==> src/rtl/lsq_pkg.sv <==
// Shared sizes and the issue record for the LSQ issue arbiter.
package lsq_pkg;

    localparam int NUM_WARPS   = 4;
    localparam int QUEUE_SIZE  = 32;
    localparam int ADDR_WIDTH  = 8;
    localparam int LSQ_CREDITS = QUEUE_SIZE - 1;
    localparam int CW          = $clog2(QUEUE_SIZE) + 1;

    typedef struct packed {
        logic                       instr_bit;
        logic [1:0]                 warp_num;
        logic [3:0]                 dest_reg;
        logic [7:0][ADDR_WIDTH-1:0] addr;
    } lsq_req_t;

endpackage

==> src/rtl/rr_arbiter4.sv <==
// Four-way combinational round-robin arbiter: the first eligible requester
// at or above rr_ptr (modulo 4) wins.
module rr_arbiter4 (
    input  logic [3:0] eligible,
    input  logic [1:0] rr_ptr,
    output logic [3:0] grant
);

    // Walk from the farthest offset down so the nearest eligible one wins last.
    always_comb begin
        grant = '0;
        for (int i = 3; i >= 0; i--) begin
            if (eligible[2'(rr_ptr + 2'(i))]) begin
                grant = 4'(1) << 2'(rr_ptr + 2'(i));
            end
        end
    end

endmodule

==> src/rtl/lsq_issue_arbiter.sv <==
// Arbitrates four warps into the single LSQ write port, tracks LSQ occupancy
// with credits, blocks load WAW hazards per warp and produces writeback strobes.
module lsq_issue_arbiter
    import lsq_pkg::*;
(
    input  logic                                      clk,
    input  logic                                      reset,
    input  logic [NUM_WARPS-1:0]                      req,
    input  logic [NUM_WARPS-1:0]                      req_instr_bit,
    input  logic [NUM_WARPS-1:0][3:0]                 req_dest_reg,
    input  logic [NUM_WARPS-1:0][7:0][ADDR_WIDTH-1:0] req_addr,
    output logic [NUM_WARPS-1:0]                      grant,
    output logic                                      lsq_write_en,
    output logic [1:0]                                lsq_warp_num,
    output logic [3:0]                                lsq_dest_reg,
    output logic [7:0][ADDR_WIDTH-1:0]                lsq_addr,
    output logic                                      lsq_instr_bit,
    input  logic                                      done_bit_q,
    input  logic [1:0]                                warp_num_out_q,
    input  logic [3:0]                                dest_reg_out_q,
    input  logic                                      instr_bit_out_q,
    output logic                                      wb_valid,
    output logic [1:0]                                wb_warp,
    output logic [3:0]                                wb_dest_reg,
    output logic [NUM_WARPS-1:0]                      warp_busy,
    output logic                                      credit_err
);

    logic [CW-1:0]                 credits;
    logic [NUM_WARPS-1:0][CW-1:0]  outstanding;
    logic [NUM_WARPS-1:0][15:0]    sb;
    logic [NUM_WARPS-1:0][15:0]    sb_nxt;
    logic [1:0]                    rr_ptr;
    logic [NUM_WARPS-1:0]          eligible;
    logic [1:0]                    grant_idx;
    logic                          issue;
    logic                          load_done;
    logic                          credit_full;
    lsq_req_t                      grant_req;

    // Eligibility uses the registered scoreboard only; a same-cycle clear does not unblock.
    always_comb begin
        for (int w = 0; w < NUM_WARPS; w++) begin
            eligible[w] = !reset && req[w] && (credits != '0) &&
                          !(!req_instr_bit[w] && sb[w][req_dest_reg[w]]);
        end
    end

    rr_arbiter4 u_arb (
        .eligible (eligible),
        .rr_ptr   (rr_ptr),
        .grant    (grant)
    );

    always_comb begin
        grant_idx = '0;
        for (int w = 0; w < NUM_WARPS; w++) begin
            if (grant[w]) grant_idx = 2'(w);
        end
        grant_req.instr_bit = req_instr_bit[grant_idx];
        grant_req.warp_num  = grant_idx;
        grant_req.dest_reg  = req_dest_reg[grant_idx];
        grant_req.addr      = req_addr[grant_idx];
    end

    assign issue       = |grant;
    assign load_done   = done_bit_q && !instr_bit_out_q;
    assign credit_full = (credits == CW'(LSQ_CREDITS));

    // Clear first so an issue to the same bit in the same cycle still marks it pending.
    always_comb begin
        sb_nxt = sb;
        if (load_done) sb_nxt[warp_num_out_q][dest_reg_out_q] = 1'b0;
        if (issue && !grant_req.instr_bit) sb_nxt[grant_idx][grant_req.dest_reg] = 1'b1;
    end

    always_comb begin
        for (int w = 0; w < NUM_WARPS; w++) begin
            warp_busy[w] = (outstanding[w] != '0);
        end
    end

    always_ff @(posedge clk or posedge reset) begin
        if (reset) begin
            credits     <= CW'(LSQ_CREDITS);
            outstanding <= '0;
            sb          <= '0;
            rr_ptr      <= '0;
            credit_err  <= 1'b0;
        end else begin
            sb <= sb_nxt;
            if (issue && !done_bit_q) begin
                credits <= credits - CW'(1);
            end else if (done_bit_q && !issue && !credit_full) begin
                credits <= credits + CW'(1);
            end
            for (int w = 0; w < NUM_WARPS; w++) begin
                if (grant[w] && !(done_bit_q && warp_num_out_q == 2'(w))) begin
                    outstanding[w] <= outstanding[w] + CW'(1);
                end else if (!grant[w] && done_bit_q && warp_num_out_q == 2'(w) &&
                             outstanding[w] != '0) begin
                    outstanding[w] <= outstanding[w] - CW'(1);
                end
            end
            if (done_bit_q && (credit_full || outstanding[warp_num_out_q] == '0)) begin
                credit_err <= 1'b1;
            end
            if (issue) rr_ptr <= grant_idx + 2'd1;
        end
    end

    // Output stage: LSQ write port and register-file writeback.
    always_ff @(posedge clk or posedge reset) begin
        if (reset) begin
            lsq_write_en  <= 1'b0;
            lsq_warp_num  <= '0;
            lsq_dest_reg  <= '0;
            lsq_addr      <= '0;
            lsq_instr_bit <= 1'b0;
            wb_valid      <= 1'b0;
            wb_warp       <= '0;
            wb_dest_reg   <= '0;
        end else begin
            lsq_write_en <= issue;
            if (issue) begin
                lsq_warp_num  <= grant_req.warp_num;
                lsq_dest_reg  <= grant_req.dest_reg;
                lsq_addr      <= grant_req.addr;
                lsq_instr_bit <= grant_req.instr_bit;
            end
            wb_valid <= load_done;
            if (load_done) begin
                wb_warp     <= warp_num_out_q;
                wb_dest_reg <= dest_reg_out_q;
            end
        end
    end

endmodule

==> config.mk <==
export PLATFORM = sky130hd
export DESIGN_NAME = lsq_issue_arbiter
export DESIGN_NICKNAME = d
export VERILOG_FILES = /design/src/rtl/lsq_pkg.sv /design/src/rtl/rr_arbiter4.sv /design/src/rtl/lsq_issue_arbiter.sv
export SDC_FILE = /design/constraint.sdc
export NUM_CORES = 1
export LEC_CHECK = 0
export CAP_MARGIN = 10
export CORE_ASPECT_RATIO = 1.75
export CORE_MARGIN = 2
export CORE_UTILIZATION = 50
export CTS_BUF_LIST = sky130_fd_sc_hd__clkbuf_8
export DETAILED_ROUTE_END_ITERATION = 16
export DONT_BUFFER_PORTS = 1
export PLACE_DENSITY_LB_ADDON = 0.15
export SYNTH_ARGS = -nofsm -noshare
export SYNTH_HDL_FRONTEND = slang
export SYNTH_SLANG_ARGS = --single-unit
==> constraint.sdc <==
create_clock -name clk -period 20.6 [get_ports clk]
set_input_delay 6.18 -clock clk [delete_from_list [all_inputs] [get_ports clk]]
set_output_delay 6.18 -clock clk [all_outputs]
set_load 0.05 [all_outputs]
==> report_table.html, run 1 <==
<table>
<tr><th>Metric</th><th>Value</th></tr>
<tr><th colspan="2">Timing</th></tr>
<tr><td>RSZ-0062 raised after global routing</td><td>no</td></tr>
<tr><td>Final-layout setup total negative slack</td><td>0 ns</td></tr>
<tr><td>Worst clock skew on the final layout</td><td>0.0164 ns</td></tr>
<tr><td>Number of setup violations in the final report</td><td>0</td></tr>
<tr><td>Fmax</td><td>roughly 64 MHz</td></tr>
<tr><td>Max-slew violation total from the final report</td><td>0</td></tr>
<tr><td>Least-Margin Pin Slew</td><td>~1.2 ns</td></tr>
<tr><td>Worst slew margin relative to its limit</td><td>0.221</td></tr>
<tr><td>Final Hold Vio Count</td><td>0</td></tr>
<tr><td>Portion of the clock cycle consumed by the worst path in the final layout</td><td>0.764</td></tr>
<tr><td>Minimum period implied by the final worst setup slack</td><td>approximately 16 ns</td></tr>
<tr><th colspan="2">Logic synthesis</th></tr>
<tr><td>Post-synth top area cell</td><td>sky130_fd_sc_hd__dfrtp_1</td></tr>
<tr><td>Unique cell type count in the Yosys netlist</td><td>87</td></tr>
<tr><td>Post-synthesis area per instance</td><td>9.62 um^2</td></tr>
<tr><td>Flop and latch count out of synthesis</td><td>~180</td></tr>
<tr><td>Sequential cell area fraction in the yosys report</td><td>0.407</td></tr>
<tr><td>Mapped cell area</td><td>10,800 um^2</td></tr>
<tr><td>Synth top area share</td><td>0.395</td></tr>
<tr><td>Number of enable flip-flop cells after synthesis</td><td>0</td></tr>
<tr><td>Synth area leaders</td><td>sky130_fd_sc_hd__dfrtp_1 40%, sky130_fd_sc_hd__o21ai_0 6.6%, sky130_fd_sc_hd__mux2_2 4.3%, sky130_fd_sc_hd__ha_1 3.6%, sky130_fd_sc_hd__mux2i_1 3.5%</td></tr>
<tr><td>Synth Warn #</td><td>0</td></tr>
<tr><td>Share of async-settable or async-resettable flops after synthesis</td><td>1.00</td></tr>
<tr><td>Top flip-flop cell by instance count after synthesis</td><td>sky130_fd_sc_hd__dfrtp_1</td></tr>
<tr><td>Post-synth net total</td><td>around 1.5k</td></tr>
<tr><td>Synth Instances</td><td>1,125</td></tr>
<tr><th colspan="2">Placed design</th></tr>
<tr><td>Final RePlAce weighted congestion</td><td>around 1.1</td></tr>
<tr><td>DPL Wire Length</td><td>32,900 um</td></tr>
<tr><td>Number of I/O port buffers</td><td>0</td></tr>
<tr><td>Total instance count after detailed placement</td><td>between 1k and 1.5k</td></tr>
<tr><th colspan="2">Floorplanning</th></tr>
<tr><td>Horizontal die dimension</td><td>~120 um</td></tr>
<tr><td>Placement Rows</td><td>between 70 and 80</td></tr>
<tr><td>Height of the die</td><td>199 um</td></tr>
<tr><td>Starting density of the core</td><td>0.506</td></tr>
<tr><td>Area of the core</td><td>roughly 21,000 um^2</td></tr>
<tr><td>Number of top-level design ports</td><td>roughly 380</td></tr>
<tr><td>Die footprint</td><td>roughly 23,000 um^2</td></tr>
<tr><th colspan="2">Cells and area</th></tr>
<tr><td>Non-filler cells in the finished layout</td><td>1,398</td></tr>
<tr><td>Share of post-route cells with drive strength above 1</td><td>0.137</td></tr>
<tr><td>Number of nets in the layout</td><td>roughly 1.4k</td></tr>
<tr><td>Area grow syn2layout</td><td>4.65%</td></tr>
<tr><td>Top flop regs</td><td>lsq_addr: 64 flops, sb: 64 flops, outstanding: 24 flops</td></tr>
<tr><th colspan="2">Outcome</th></tr>
<tr><td>Status</td><td>complete, no violations</td></tr>
<tr><th colspan="2">Critical path</th></tr>
<tr><td>Data arrival, critical path</td><td>around 9.6 ns</td></tr>
<tr><td>Kind of critical path</td><td>in -&gt; out</td></tr>
<tr><td>Worst path required time</td><td>14.42 ns</td></tr>
<tr><td>Endpoint kind of the worst setup timing path</td><td>output pin</td></tr>
<tr><td>Buf+Inv Stages, Crit Path</td><td>2</td></tr>
<tr><td>Largest delay share family, worst path</td><td>simple AND/OR/NAND/NOR gates</td></tr>
<tr><td>Worst setup path startpoint</td><td>req_dest_reg[12]</td></tr>
<tr><td>Largest fanout on the critical path</td><td>56</td></tr>
<tr><td>Worst R2R Start</td><td>rr_ptr[1]$_DFFE_PP0N_</td></tr>
<tr><td>CP Cell Sequence</td><td>mux4_2, nand2b_1, a41oi_1, nand2_1, o21ai_0, nand4_1, and4b_1, or2_2, buf_4, inv_2</td></tr>
<tr><td>Slowest cell on crit path</td><td>sky130_fd_sc_hd__inv_2</td></tr>
<tr><td>Worst stage delay on the critical path</td><td>approximately 0.70 ns</td></tr>
<tr><td>Logic depth of the worst path, buffers included</td><td>10</td></tr>
<tr><td>Worst r2r path cells</td><td>15</td></tr>
<tr><td>Type of element launching the critical path</td><td>primary input</td></tr>
<tr><th colspan="2">Run</th></tr>
<tr><td>Number of max-cap violations</td><td>0</td></tr>
<tr><th colspan="2">Detailed routing</th></tr>
<tr><td>Drt wl/cell</td><td>30.5 um</td></tr>
<tr><td>DR vias/cell</td><td>a little under 7</td></tr>
<tr><td>Vias after detailed routing</td><td>9,534</td></tr>
<tr><td>Number of nets still failing antenna checks after routing</td><td>0</td></tr>
<tr><td>DRC violations left</td><td>0</td></tr>
<tr><td>Number of iterations in the first detailed-routing pass</td><td>6</td></tr>
<tr><td>Total wire length after detailed routing</td><td>approximately 43,000 um</td></tr>
<tr><td>Initial DRC Count</td><td>between 800 and 900</td></tr>
<tr><th colspan="2">Clocking</th></tr>
<tr><td>Worst skew pair latency</td><td>0.48 ns</td></tr>
<tr><td>Post-CTS setup-driven buffer insertion count</td><td>0</td></tr>
<tr><td>Hold Buf Count CTS</td><td>0</td></tr>
<tr><td>Total clock buffers created by CTS</td><td>17</td></tr>
<tr><td>Clock transition at the registers of the reported paths</td><td>around 0.090 ns</td></tr>
<tr><td>Num Clock Sinks</td><td>between 150 and 200</td></tr>
<tr><td>H-tree level count</td><td>4</td></tr>
<tr><td>Post-cts resize count</td><td>0</td></tr>
<tr><td>Clock tree from TritonCTS</td><td>built</td></tr>
<tr><td>CTS root buf</td><td>sky130_fd_sc_hd__clkbuf_8</td></tr>
<tr><td>Number of buffers on the longest clock path</td><td>2</td></tr>
<tr><th colspan="2">Global route</th></tr>
<tr><td>First-pass GRT wire length</td><td>60,100 um</td></tr>
<tr><td>Number of global-route vias before repair</td><td>9,154</td></tr>
<tr><td>Overall global routing resource usage</td><td>0.368</td></tr>
<tr><td>Total grt overflow</td><td>0</td></tr>
<tr><td>Pin count of the biggest net entering global routing</td><td>around 70</td></tr>
<tr><td>Antenna violations before repair</td><td>9</td></tr>
<tr><th colspan="2">Min path</th></tr>
<tr><td>Class of the tightest hold or removal check</td><td>reg -&gt; reg</td></tr>
<tr><td>WHS Path Cells</td><td>1</td></tr>
<tr><td>Hold_sp</td><td>outstanding[5]$_DFFE_PP0P_</td></tr>
</table>
[worst paths after layout]
check | end | slack (ns)
setup / recovery | grant[2] | 4.86
hold / removal | outstanding[5]$_DFFE_PP0P_ | 0.48
setup reg to reg | lsq_addr[21]$_DFFE_PP0N_ | 14.49
hold reg to reg | outstanding[5]$_DFFE_PP0P_ | 0.48
max in group asynchronous | lsq_addr[41]$_DFFE_PP0N_ | 13.02
min in group asynchronous | lsq_addr[0]$_DFFE_PP0N_ | 5.59
[cells by family (layout without fill, tap and decap cells)]
logic type	after synthesis	count (layout)	share of synthesized area
AOI/OAI and AO/OA	417	417	0.249
other	0	9	0
muxes	91	91	0.101
and+or+nand+nor	285	285	0.133
xor gates and xnor gates	25	25	0.0202
adders and majority gates	36	36	0.0451
buffers and inverters	95	67	0.0449
DFF	176	176	0.407
[Yosys cell counts (4+ instances only)]
library cell                  n
sky130_fd_sc_hd__a211oi_1    24
sky130_fd_sc_hd__a21o_1       8
sky130_fd_sc_hd__a21oi_1     72
sky130_fd_sc_hd__a221oi_1    22
sky130_fd_sc_hd__and2_1       5
sky130_fd_sc_hd__buf_2        9
sky130_fd_sc_hd__buf_4        6
sky130_fd_sc_hd__buf_6       11
sky130_fd_sc_hd__clkbuf_1    44
sky130_fd_sc_hd__dfrtp_1    171
sky130_fd_sc_hd__dfstp_2      5
sky130_fd_sc_hd__fa_1         5
sky130_fd_sc_hd__ha_1        31
sky130_fd_sc_hd__inv_1       20
sky130_fd_sc_hd__mux2_2      41
sky130_fd_sc_hd__mux2i_1     38
sky130_fd_sc_hd__mux4_2       9
sky130_fd_sc_hd__nand2_1     71
sky130_fd_sc_hd__nand2_4      6
sky130_fd_sc_hd__nand2b_1     4
sky130_fd_sc_hd__nand3_1     30
sky130_fd_sc_hd__nand4_1     11
sky130_fd_sc_hd__nor2_1      97
sky130_fd_sc_hd__nor2b_1     12
sky130_fd_sc_hd__nor4_1       5
sky130_fd_sc_hd__o2111ai_1    4
sky130_fd_sc_hd__o21ai_0    142
sky130_fd_sc_hd__o21ai_1     10
sky130_fd_sc_hd__o21bai_1     5
sky130_fd_sc_hd__o221ai_1    22
sky130_fd_sc_hd__o22ai_1     39
sky130_fd_sc_hd__o31ai_1     32
sky130_fd_sc_hd__or2_1        4
sky130_fd_sc_hd__or3_1        5
sky130_fd_sc_hd__xnor2_1     17
sky130_fd_sc_hd__xor2_1       8
[layer usage]
layer,part of all wire,vias up,GRT usage
met2,0.48,592,0.586
met1,0.36,4693,0.462
li1,-,4143,-
met5,0.00094,-,0
met3,0.11,100,0.108
met4,0.047,6,0.162
[final cells by class]
type,instances,area [um^2]
inverter,24,110
sequential,176,4410
multi-input combinational,854,5950
timing repair buffer,12,90.1
antenna,9,22.5
tap,292,365
clock inverter,9,83.8
clock buffer,22,303
fill,2011,10100
[through the flow]
step	instance area [um^2]	utilization	hold slack, ns	setup slack, ns
after floorplan	10800	-	0.443	1.62
after global placement	10900	0.510	0.461	4.91
after detailed placement	10900	0.510	0.466	4.91
after CTS	11300	0.528	0.483	4.92
after global routing	11300	0.528	0.494	4.80
final	11300	0.529	0.483	4.86
[cell usage in the layout (no fill, tap or decap), types with 6 or more instances in the layout]
cell type                    n
sky130_fd_sc_hd__nand2_1    71
sky130_fd_sc_hd__clkbuf_8   22
sky130_fd_sc_hd__o221ai_1   22
sky130_fd_sc_hd__diode_2     9
sky130_fd_sc_hd__mux2_2     41
sky130_fd_sc_hd__xor2_1      8
sky130_fd_sc_hd__buf_4      12
sky130_fd_sc_hd__o22ai_1    39
sky130_fd_sc_hd__a211oi_1   24
sky130_fd_sc_hd__ha_1       31
sky130_fd_sc_hd__mux4_2      9
sky130_fd_sc_hd__xnor2_1    17
sky130_fd_sc_hd__inv_1      21
sky130_fd_sc_hd__o31ai_1    32
sky130_fd_sc_hd__nand3_1    30
sky130_fd_sc_hd__nand2_4     6
sky130_fd_sc_hd__nor2_1     94
sky130_fd_sc_hd__nand4_1    11
sky130_fd_sc_hd__a221oi_1   22
sky130_fd_sc_hd__o21ai_1    10
sky130_fd_sc_hd__nor2b_1    12
sky130_fd_sc_hd__mux2i_1    38
sky130_fd_sc_hd__a21oi_1    72
sky130_fd_sc_hd__dfrtp_1   171
sky130_fd_sc_hd__a21o_1      8
sky130_fd_sc_hd__o21ai_0   142
Power of run 1 is left out: the tool's default activity adds up to more than one toggle a clock period on the data nets, which glitch-free logic cannot reach.
==> run 2: changes to the inputs <==
Clock period 20.6 ns to 14.6 ns, I/O delays scaled along.
==> run 2 against run 1 <==
Sequential cell count is the same. Critical path depth shrank 1. Cell area grew 0.50%. Global-route usage shrank 0.60 points. Clock skew grew 0.0033 ns.
==> report_table.html, run 2 (synthesis gave the netlist of run 1 again) <==
<table>
<tr><th>Metric</th><th>Value</th></tr>
<tr><th colspan="2">Detailed routing</th></tr>
<tr><td>DRC violations left</td><td>0 (unchanged)</td></tr>
<tr><td>Total wire length after detailed routing</td><td>41,900 um (-1.7%)</td></tr>
<tr><td>Drt wl/cell</td><td>29.9 um (-1.9%)</td></tr>
<tr><td>Initial DRC Count</td><td>901 (+4.2%)</td></tr>
<tr><td>Number of iterations in the first detailed-routing pass</td><td>5 (-1)</td></tr>
<tr><td>Number of nets still failing antenna checks after routing</td><td>0 (unchanged)</td></tr>
<tr><td>DR vias/cell</td><td>6.86 (+0.59%)</td></tr>
<tr><td>Vias after detailed routing</td><td>9,611 (+0.81%)</td></tr>
<tr><th colspan="2">Clocking</th></tr>
<tr><td>Hold Buf Count CTS</td><td>0 (unchanged)</td></tr>
<tr><td>Number of buffers on the longest clock path</td><td>2 (unchanged)</td></tr>
<tr><td>Num Clock Sinks</td><td>176 (unchanged)</td></tr>
<tr><td>Total clock buffers created by CTS</td><td>17 (unchanged)</td></tr>
<tr><td>Clock tree from TritonCTS</td><td>built</td></tr>
<tr><td>Post-cts resize count</td><td>0 (unchanged)</td></tr>
<tr><td>CTS root buf</td><td>sky130_fd_sc_hd__clkbuf_8</td></tr>
<tr><td>Worst skew pair latency</td><td>0.48 ns (about the same)</td></tr>
<tr><td>Post-CTS setup-driven buffer insertion count</td><td>0 (unchanged)</td></tr>
<tr><td>Clock transition at the registers of the reported paths</td><td>0.09 ns (about the same)</td></tr>
<tr><td>H-tree level count</td><td>4 (unchanged)</td></tr>
<tr><th colspan="2">Global route</th></tr>
<tr><td>Overall global routing resource usage</td><td>0.362 (-0.00601)</td></tr>
<tr><td>Antenna violations before repair</td><td>11 (+2)</td></tr>
<tr><td>Number of global-route vias before repair</td><td>9,183 (+0.32%)</td></tr>
<tr><td>Pin count of the biggest net entering global routing</td><td>154 (+120%)</td></tr>
<tr><td>Met2 track demand over resource in global routing</td><td>0.570 (-0.0166)</td></tr>
<tr><td>First-pass GRT wire length</td><td>59,900 um (-0.40%)</td></tr>
<tr><td>Fraction of met1 tracks used by global routing</td><td>0.442 (-0.0199)</td></tr>
<tr><td>Global routing's busiest layer</td><td>met2</td></tr>
<tr><td>M3 GR Usage</td><td>0.116 (+0.00792)</td></tr>
<tr><td>Total grt overflow</td><td>0 (unchanged)</td></tr>
<tr><th colspan="2">Cells and area</th></tr>
<tr><td>Area of the multi-input gates</td><td>5950 um^2 (unchanged)</td></tr>
<tr><td>Most common cell after layout, fill and taps aside</td><td>sky130_fd_sc_hd__dfrtp_1</td></tr>
<tr><td>Share of post-route cells with drive strength above 1</td><td>0.138 (+0.00157)</td></tr>
<tr><td>Number of nets in the layout</td><td>1,412 (+0.071%)</td></tr>
<tr><td>Sequential cell area</td><td>4410 um^2 (unchanged)</td></tr>
<tr><td>Commonest non-fill, non-tap cells in the layout</td><td>171 x sky130_fd_sc_hd__dfrtp_1, 142 x sky130_fd_sc_hd__o21ai_0, 94 x sky130_fd_sc_hd__nor2_1, 72 x sky130_fd_sc_hd__a21oi_1, 71 x sky130_fd_sc_hd__nand2_1</td></tr>
<tr><td>Top flop regs</td><td>lsq_addr: 64 flops, sb: 64 flops, outstanding: 24 flops</td></tr>
<tr><td>Fillers</td><td>2,007 (-0.20%)</td></tr>
<tr><td>Area grow syn2layout</td><td>5.17%</td></tr>
<tr><th colspan="2">Placed design</th></tr>
<tr><td>Final RePlAce weighted congestion</td><td>1.02 (-4.4%)</td></tr>
<tr><td>DPL Wire Length</td><td>32,100 um (-2.4%)</td></tr>
<tr><td>Number of I/O port buffers</td><td>0 (unchanged)</td></tr>
<tr><th colspan="2">Floorplanning</th></tr>
<tr><td>Starting density of the core</td><td>0.506 (unchanged)</td></tr>
<tr><td>Height of the die</td><td>199 um (unchanged)</td></tr>
<tr><td>Number of top-level design ports</td><td>378 (unchanged)</td></tr>
<tr><td>Placement Rows</td><td>71 (unchanged)</td></tr>
<tr><td>Horizontal die dimension</td><td>115 um (unchanged)</td></tr>
<tr><td>Area of the core</td><td>21,400 um^2 (unchanged)</td></tr>
<tr><td>Die footprint</td><td>22,900 um^2 (unchanged)</td></tr>
<tr><th colspan="2">Critical path</th></tr>
<tr><td>Worst r2r path cells</td><td>20 (+5)</td></tr>
<tr><td>Kind of critical path</td><td>in -&gt; out</td></tr>
<tr><td>Largest fanout on the critical path</td><td>29 (-48%)</td></tr>
<tr><td>Reg-to-reg slack, setup</td><td>8.83 ns (-5.66 ns)</td></tr>
<tr><td>Capturing point of the worst reg2reg path</td><td>credits[5]$_DFFE_PP0P_</td></tr>
<tr><td>Endpoint kind of the worst setup timing path</td><td>output pin</td></tr>
<tr><td>Data arrival, critical path</td><td>7.16 ns (-2.40 ns)</td></tr>
<tr><td>Type of element launching the critical path</td><td>primary input</td></tr>
<tr><td>Worst R2R Start</td><td>rr_ptr[1]$_DFFE_PP0N_</td></tr>
<tr><td>Worst path required time</td><td>10.22 ns (-4.20 ns)</td></tr>
<tr><th colspan="2">Min path</th></tr>
<tr><td>WHS Path Cells</td><td>1 (unchanged)</td></tr>
<tr><td>Hold Path End</td><td>outstanding[5]$_DFFE_PP0P_</td></tr>
<tr><td>Class of the tightest hold or removal check</td><td>reg -&gt; reg</td></tr>
<tr><td>Hold_sp</td><td>outstanding[5]$_DFFE_PP0P_</td></tr>
<tr><th colspan="2">Run</th></tr>
<tr><td>Number of max-cap violations</td><td>0 (unchanged)</td></tr>
<tr><th colspan="2">Timing</th></tr>
<tr><td>Portion of the clock cycle consumed by the worst path in the final layout</td><td>0.791</td></tr>
<tr><td>Worst slew margin relative to its limit</td><td>0.272 (+0.0504)</td></tr>
<tr><td>Final Hold Vio Count</td><td>0 (unchanged)</td></tr>
<tr><td>Minimum period implied by the final worst setup slack</td><td>11.54 ns</td></tr>
<tr><td>Worst clock skew on the final layout</td><td>0.0197 ns (+0.00329 ns)</td></tr>
<tr><td>Max-slew violation total from the final report</td><td>0 (unchanged)</td></tr>
<tr><td>Fmax</td><td>just under 90 MHz</td></tr>
<tr><td>Least-Margin Pin Slew</td><td>1.09 ns (-0.0743 ns)</td></tr>
<tr><td>RSZ-0062 raised after global routing</td><td>no</td></tr>
<tr><td>Final-layout setup total negative slack</td><td>0 ns (unchanged)</td></tr>
<tr><td>Number of setup violations in the final report</td><td>0 (unchanged)</td></tr>
<tr><th colspan="2">Outcome</th></tr>
<tr><td>Status</td><td>complete, no violations</td></tr>
</table>
[run 2: worst max-delay path by stage]
stage | from | end | slack, ns
2_1_floorplan | reset | grant[0] | 0.43
3_3_place_gp | reset | grant[2] | 3.12
3_5_place_dp | reset | grant[2] | 3.07
4_1_cts | reset | grant[2] | 3.08
5_1_grt | reset | grant[2] | 2.84
6_report | reset | grant[2] | 3.06
[run 2: final cells by class]
type / instances / share of cell area
inverter: 24 / 0.00956
antenna: 10 / 0.00220
timing repair buffer: 13 / 0.00967
sequential: 176 / 0.387
clock buffer: 19 / 0.0230
clock inverter: 13 / 0.0141
multi-input combinational: 854 / 0.522
tap: 292 / 0.0321
[run 2: stage by stage]
step	std cells	cell area (um^2)	hold slack, ns	utilization	setup slack [ns]
6_report	1401	11400	0.476	0.532	3.06
5_1_grt	1394	11400	0.504	0.531	2.84
4_1_cts	1391	11400	0.479	0.531	3.08
3_5_place_dp	1359	10900	0.465	0.511	3.07
3_3_place_gp	1359	10900	0.459	0.511	3.12
2_1_floorplan	1125	10800	0.443	-	0.435
[run 2: routing by layer]
metal	part of all wire	up-vias
li1	-	4152
met3	0.11	132
met1	0.35	4724
met4	0.062	10
met5	0.0015	-
met2	0.47	593
[run 2: worst max-delay path, stage by stage]
cell	delay, ns
sky130_fd_sc_hd__clkinvlp_4	0.44
sky130_fd_sc_hd__o21a_1	0.31
sky130_fd_sc_hd__and2_1	0.26
sky130_fd_sc_hd__a32oi_1	0.48
sky130_fd_sc_hd__o211ai_1	0.21
sky130_fd_sc_hd__a21boi_2	0.21
sky130_fd_sc_hd__or2_2	0.34
sky130_fd_sc_hd__inv_2	0.06
sky130_fd_sc_hd__buf_4	0.43
Power of run 2 is left out for the same reason.
